`config.mk`:
```
export PLATFORM = sky130hd
export DESIGN_NAME = pixel_stream_writer_flat
export DESIGN_NICKNAME = d
export VERILOG_FILES = /design/src/rtl/pixel_stream_writer_if.sv /design/src/rtl/pixel_stream_writer.sv /design/src/flat_wrapper.sv
export SDC_FILE = /design/constraint.sdc
export NUM_CORES = 1
export LEC_CHECK = 0
export CORE_MARGIN = 5
export CORE_UTILIZATION = 30
export DETAILED_ROUTE_END_ITERATION = 6
export PLACE_DENSITY = 0.55
export SKIP_LAST_GASP = 1
export SYNTH_ARGS = -nofsm -noshare
export SYNTH_HDL_FRONTEND = slang
export SYNTH_SLANG_ARGS = --single-unit
```
`constraint.sdc`:
```
create_clock -name clk -period 2.1 [get_ports clk]
set_input_delay 0.42 -clock clk [delete_from_list [all_inputs] [get_ports clk]]
set_output_delay 0.42 -clock clk [all_outputs]
set_load 0.05 [all_outputs]
```
`src/rtl/pixel_stream_writer_if.sv`:
```
// Beat-serial input and frame-buffer write port of the pixel stream writer.
// The master drives the packet beats; the slave drives the write side.
interface pixel_stream_writer_if #(
  parameter int unsigned IN_W   = 2,
  parameter int unsigned ADDR_W = 17,
  parameter int unsigned PIX_W  = 8
);
  logic              axiiv;
  logic [IN_W-1:0]   axiid;
  logic              axiov;
  logic [ADDR_W-1:0] addr_axiod;
  logic [PIX_W-1:0]  pixel_axiod;
  logic              frame_done;
  logic              pkt_err;

  modport master (
    output axiiv, axiid,
    input  axiov, addr_axiod, pixel_axiod, frame_done, pkt_err
  );

  modport slave (
    input  axiiv, axiid,
    output axiov, addr_axiod, pixel_axiod, frame_done, pkt_err
  );
endinterface

```
`src/rtl/pixel_stream_writer.sv`:
```
// Turns a beat-serial packet (big-endian address header, then big-endian pixels)
// into single-cycle frame-buffer writes with a wrapping address counter.
module pixel_stream_writer #(
  parameter int unsigned IN_W   = 2,
  parameter int unsigned ADDR_W = 17,
  parameter int unsigned PIX_W  = 8,
  parameter int unsigned DEPTH  = 76800
) (
  input logic                  clk,
  input logic                  rst_n,
  pixel_stream_writer_if.slave bus
);
  localparam int unsigned HDR_BYTES = (ADDR_W + 7) / 8;
  localparam int unsigned PIX_BYTES = PIX_W / 8;
  localparam int unsigned BEATS     = 8 / IN_W;

  typedef enum logic [1:0] {StIdle, StHdr, StData, StDrop} state_e;

  state_e            state_q;
  logic [2:0]        beat_cnt_q;
  logic [2:0]        byte_cnt_q;
  logic [7:0]        byte_q;
  logic [ADDR_W-1:0] hdr_q;
  logic [PIX_W-1:0]  pix_q;
  logic [ADDR_W-1:0] addr_cnt_q;
  logic [ADDR_W-1:0] addr_q;
  logic [PIX_W-1:0]  pixel_q;
  logic              axiov_q;
  logic              frame_done_q;
  logic              pkt_err_q;

  logic [7:0]        byte_full;
  logic [ADDR_W-1:0] hdr_full;
  logic [PIX_W-1:0]  pix_full;
  logic              byte_done;
  logic              hdr_done;
  logic              pix_done;
  logic              addr_ok;
  logic              addr_last;

  // Partial bytes/words are kept zero-filled so the current beat can simply be shifted in.
  always_comb begin
    byte_full = (byte_q << IN_W) | 8'(bus.axiid);
    hdr_full  = (hdr_q << 8) | ADDR_W'(byte_full);
    pix_full  = (pix_q << 8) | PIX_W'(byte_full);
    byte_done = beat_cnt_q == 3'(BEATS - 1);
    hdr_done  = byte_done && (byte_cnt_q == 3'(HDR_BYTES - 1));
    pix_done  = byte_done && (byte_cnt_q == 3'(PIX_BYTES - 1));
    addr_ok   = {1'b0, hdr_full} < (ADDR_W + 1)'(DEPTH);
    addr_last = addr_cnt_q == ADDR_W'(DEPTH - 1);
  end

  always_ff @(posedge clk or negedge rst_n) begin
    if (!rst_n) begin
      state_q      <= StIdle;
      beat_cnt_q   <= '0;
      byte_cnt_q   <= '0;
      byte_q       <= '0;
      hdr_q        <= '0;
      pix_q        <= '0;
      addr_cnt_q   <= '0;
      addr_q       <= '0;
      pixel_q      <= '0;
      axiov_q      <= 1'b0;
      frame_done_q <= 1'b0;
      pkt_err_q    <= 1'b0;
    end else begin
      axiov_q      <= 1'b0;
      frame_done_q <= 1'b0;
      pkt_err_q    <= 1'b0;
      if (!bus.axiiv) begin
        // End of packet: a truncated header is an error, a partial pixel is just dropped.
        if (state_q == StHdr) pkt_err_q <= 1'b1;
        state_q    <= StIdle;
        beat_cnt_q <= '0;
        byte_cnt_q <= '0;
        byte_q     <= '0;
        hdr_q      <= '0;
        pix_q      <= '0;
      end else if (state_q != StDrop) begin
        if (state_q == StIdle) state_q <= StHdr;
        if (!byte_done) begin
          byte_q     <= byte_full;
          beat_cnt_q <= beat_cnt_q + 3'd1;
        end else begin
          byte_q     <= '0;
          beat_cnt_q <= '0;
          if (state_q == StData) begin
            if (pix_done) begin
              axiov_q      <= 1'b1;
              addr_q       <= addr_cnt_q;
              pixel_q      <= pix_full;
              frame_done_q <= addr_last;
              addr_cnt_q   <= addr_last ? '0 : addr_cnt_q + ADDR_W'(1);
              pix_q        <= '0;
              byte_cnt_q   <= '0;
            end else begin
              pix_q      <= pix_full;
              byte_cnt_q <= byte_cnt_q + 3'd1;
            end
          end else if (hdr_done) begin
            hdr_q      <= '0;
            byte_cnt_q <= '0;
            if (addr_ok) begin
              addr_cnt_q <= hdr_full;
              state_q    <= StData;
            end else begin
              pkt_err_q <= 1'b1;
              state_q   <= StDrop;
            end
          end else begin
            hdr_q      <= hdr_full;
            byte_cnt_q <= byte_cnt_q + 3'd1;
          end
        end
      end
    end
  end

  assign bus.axiov       = axiov_q;
  assign bus.addr_axiod  = addr_q;
  assign bus.pixel_axiod = pixel_q;
  assign bus.frame_done  = frame_done_q;
  assign bus.pkt_err     = pkt_err_q;
endmodule

```
`src/flat_wrapper.sv`:
```
// flat-port wrapper written by rule: the top's interface ports become plain ports
module pixel_stream_writer_flat 
#(
  parameter int unsigned IN_W   = 2,
  parameter int unsigned ADDR_W = 17,
  parameter int unsigned PIX_W  = 8,
  parameter int unsigned DEPTH  = 76800
)
  (clk, rst_n, bus_axiiv, bus_axiid, bus_axiov, bus_addr_axiod, bus_pixel_axiod, bus_frame_done, bus_pkt_err);
  pixel_stream_writer_if #(.IN_W(IN_W), .ADDR_W(ADDR_W), .PIX_W(PIX_W)) bus_i ();
  input logic clk;
  input logic rst_n;
  input wire logic [$bits(bus_i.axiiv)-1:0] bus_axiiv;
  input wire logic [$bits(bus_i.axiid)-1:0] bus_axiid;
  output wire logic [$bits(bus_i.axiov)-1:0] bus_axiov;
  output wire logic [$bits(bus_i.addr_axiod)-1:0] bus_addr_axiod;
  output wire logic [$bits(bus_i.pixel_axiod)-1:0] bus_pixel_axiod;
  output wire logic [$bits(bus_i.frame_done)-1:0] bus_frame_done;
  output wire logic [$bits(bus_i.pkt_err)-1:0] bus_pkt_err;
  assign bus_i.axiiv = bus_axiiv;
  assign bus_i.axiid = bus_axiid;
  assign bus_axiov = bus_i.axiov;
  assign bus_addr_axiod = bus_i.addr_axiod;
  assign bus_pixel_axiod = bus_i.pixel_axiod;
  assign bus_frame_done = bus_i.frame_done;
  assign bus_pkt_err = bus_i.pkt_err;
  pixel_stream_writer #(.IN_W(IN_W), .ADDR_W(ADDR_W), .PIX_W(PIX_W), .DEPTH(DEPTH)) u_core (.clk(clk), .rst_n(rst_n), .bus(bus_i));
endmodule
```
==> results.yml <==
setup_path:
  reg2reg_from: "u_core.byte_cnt_q[1]$_DFFE_PN0P_"
  path_delay_family: "buffers and inverters"
  worstSetupEndpointType: "output pin"
  critPathArrivalTime_ps: 1520
  worstReg2RegEnd: "u_core.addr_cnt_q[14]$_DFFE_PN0P_"
  cpPeakStageDelay_ps: 810
  worstPathRequired_ps: 1680
  critPathSlowestCell: "clkdlybuf4s50_1"
  r2r_slack_ps: 200
  crit_type: "reg2out"
  crit_chain: "clkdlybuf4s50_1"
  path_max_fanout: 2
  timing.critical_path.buf_inv: 1
  cp-start-kind: "flip-flop"
  worstRegToRegCells: 9
synthesis:
  synth_area_per_cell_um2: 10.6
  syn_inst: 306
  syn_nets: 316
  synth_top_area_share_pct: 52.6
  synth_largest_area_cell: "dfrtp_1"
  ys_seq_area_share_pct: 52.6
  syn-cell-area_um2: 3240
  synth.area.top_cells: "dfrtp_1, mux2_2, nand2_1, a22o_1, o21ai_0"
  ys_ff_latch: 68
  yosysWarnings: 0
  yosysUniqueCellTypes: 52
  dominantRegCellSynth: "dfrtp_1"
  synth-edff-count: 0
  ys_async_sr_fraction_pct: 100
floorplan:
  die_area_um2: 13000
  die_w_um: 114
  ioPinCount: 33
  rows: 38
  die_y_um: 114
  core_um2: 10700
  start_util_pct: 30.2
timing:
  slew_headroom_pct: 64.2
  setup_tns_ps: 0
  rsz0062_at_grt: "false"
  fmax_mhz: 515
  setup_viol_count_final: 0
  post-route-period-util_pct: 92.4
  finClkSkew_ps: 7.99
  period_minus_slack_ps: 1940
  drv_slew: 0
  final_hold_viol_count: 0
  worst_pin_slew_ps: 536
detailed_routing:
  drt_iter0_drc: 186
  drc: 0
  avgRoutedWirePerCell_um: 16.1
  dr_total_vias: 2517
  drt_pass1_iterations: 5
  viasPerCell: 5.07
  wirelength_um: 7960
  ant_nets: 0
clock_tree:
  cts.clk_slew.worst_paths_ps: 80
  cts_hold_buf: 0
  cts_sinks: 68
  cts_resized: 0
  clk_latency_ps: 350
  numCtsBuffers: 9
  clock-root-buffer: "clkbuf_8"
  htreeDepth: 3
  cts_tree: "yes"
  post_cts_buffers: 0
  cts_buffer_depth: 2
placed_design:
  place.gp.congestion: 0.845
  place_hpwl_um: 5560
  placed_area_um2: 3780
  dp_cells: 480
  io_buffer_count: 32
grt:
  grtUsageTotal_pct: 12.9
  grt_pass1_vias: 2475
  overflow: 0
  antenna_found_initial: 0
  grt_pass1_wl_um: 13300
  grt_max_degree: 69
power_and_ir_drop:
  fin_total_pwr_mw: 2.58
  p_leak_nw: 1.77
  switching_share_pct: 24.3
  seqPwrFrac_pct: 52.6
  pwr_density_cell_nw_per_um2: 648
  vdd_drop_max_mv: 0.372
  p_sw_mw: 0.626
  cellInternalPower_mw: 1.96
  clkPwrFrac_pct: 42.7
  power_frac_comb_pct: 4.7
worst_hold_path:
  hp-class: "in2async"
final_layout:
  area_growth_syn_to_layout_pct: 23.1
  finalNetCount: 361
  fin_cells: 496
  num_antenna_cells: 0
  finalInstanceArea_um2: 3980
  drive_gt1_share_pct: 18.5
run:
  maxCapViolations: 0
status:
  outcome: "finished, final reports clean"
-- how the worst max path moves through the flow --
stage	startpoint	to	slack, ps	depth (start not counted)
final	u_core.bus.pixel_axiod[3]$_DFFE_PN0P_	bus_pixel_axiod[3]	160	1
after global placement	bus_axiiv	u_core.addr_cnt_q[4]$_DFFE_PN0P_	100	8
after global routing	u_core.bus.addr_axiod[16]$_DFFE_PN0P_	bus_addr_axiod[16]	90	1
after floorplan	u_core.byte_cnt_q[0]$_DFFE_PN0P_	u_core.addr_cnt_q[4]$_DFFE_PN0P_	380	9
after CTS	u_core.bus.pixel_axiod[3]$_DFFE_PN0P_	bus_pixel_axiod[3]	130	1
after detailed placement	bus_axiiv	u_core.addr_cnt_q[4]$_DFFE_PN0P_	70	8
-- area by class of cell --
| class | count | area [um2] |
|---|---|---|
| Timing Repair Buffer | 49 | 455 |
| Multi-Input combinational cell | 213 | 1410 |
| Fill cell | 1083 | 6710 |
| Tap cell | 140 | 175 |
| Sequential cell | 68 | 1700 |
| Inverter | 10 | 37.5 |
| Clock buffer | 10 | 138 |
| Clock inverter | 6 | 63.8 |
-- state kept, by name, indices dropped and copies added (netlist names) --
register and cells:
u_core.addr_cnt_q 17, u_core.beat_cnt_q 3, u_core.bus.addr_axiod 17, u_core.bus.axiov 1
u_core.bus.frame_done 1, u_core.bus.pixel_axiod 8, u_core.bus.pkt_err 1, u_core.byte_cnt_q 3
u_core.byte_q 6, u_core.hdr_q 9, u_core.state_q 2
-- metal layers --
layer  vias to the layer above  GRT usage [%]  wire (um)
li1                       1203              -          -
met1                      1246           17.9       3840
met2                        57           19.6       3680
met3                        11           4.08        341
met4                         0           3.48        100
met5                         -              0          0
-- placed cells by master, fill, tap and decap left out, types with 3 or more instances in the layout --
cell | synthesis | routed
ha_1 | 5 | 5
clkdlybuf4s50_1 | 0 | 31
a22o_1 | 14 | 14
o2bb2ai_1 | 4 | 4
o21ai_0 | 24 | 24
nand2b_1 | 4 | 4
nand3_1 | 13 | 13
o22ai_1 | 3 | 3
clkbuf_8 | 0 | 10
mux2_2 | 15 | 15
nor3_1 | 7 | 7
inv_1 | 9 | 9
nor2_1 | 13 | 13
nand2_1 | 36 | 36
a21oi_1 | 15 | 15
dfrtp_1 | 68 | 68
a21oi_2 | 4 | 4
a2bb2oi_1 | 5 | 5
and3_1 | 7 | 7
o21a_1 | 3 | 3
buf_4 | 1 | 16
a22oi_1 | 4 | 4
nor2b_1 | 4 | 4
-- worst reg2reg max path, delay by kind of cell, from the launching register on --
kind / cells / cell delay, ps
flops: 1 / 400
fa+ha+maj: 1 / 190
compound gates: 3 / 450
buf+inv: 3 / 390
simple gates: 2 / 350
-- power by group through the flow --
stage	clock network, mW	logic [mW]	registers [mW]
5_1_grt	1.21	0.141	1.36
2_1_floorplan	0	0.0607	1.38
4_1_cts	1.13	0.126	1.36
3_5_place_dp	0	0.124	1.38
6_report	1.10	0.122	1.36
3_3_place_gp	0	0.122	1.38
-- cells in the mapped netlist, types with 2 or more instances --
cell type	number
and2_1	2
nor2b_1	4
o22ai_1	3
dfrtp_1	68
a21boi_0	2
o21ai_0	24
nor2_1	13
a21oi_2	4
mux2_2	15
nor3_2	2
and4_1	2
nand2b_1	4
o2bb2ai_1	4
a22oi_1	4
inv_1	9
o21a_1	3
nor3_1	7
nand3_1	13
clkbuf_1	8
a21o_2	2
nor4_1	2
buf_2	4
nor4b_2	2
and3_1	7
ha_1	5
a22o_1	14
a2bb2oi_1	5
nand2_1	36
a21oi_1	15
-- per-stage QoR --
stage	setup slack, ps	hold slack [ps]	util, %
2_1_floorplan	380	124	-
3_3_place_gp	103	461	35.4
3_5_place_dp	66.2	466	35.4
4_1_cts	135	92.9	37.2
5_1_grt	88.5	107	37.2
6_report	160	82.3	37.2
-- cells by family after synthesis --
kind of cell	share of synthesized area, %
simple gates	17.2
mux	5.22
compound gates	19.3
flops	52.6
fa+ha+maj	1.93
buf+inv	3.75
Power figures use the tool's default switching activity.
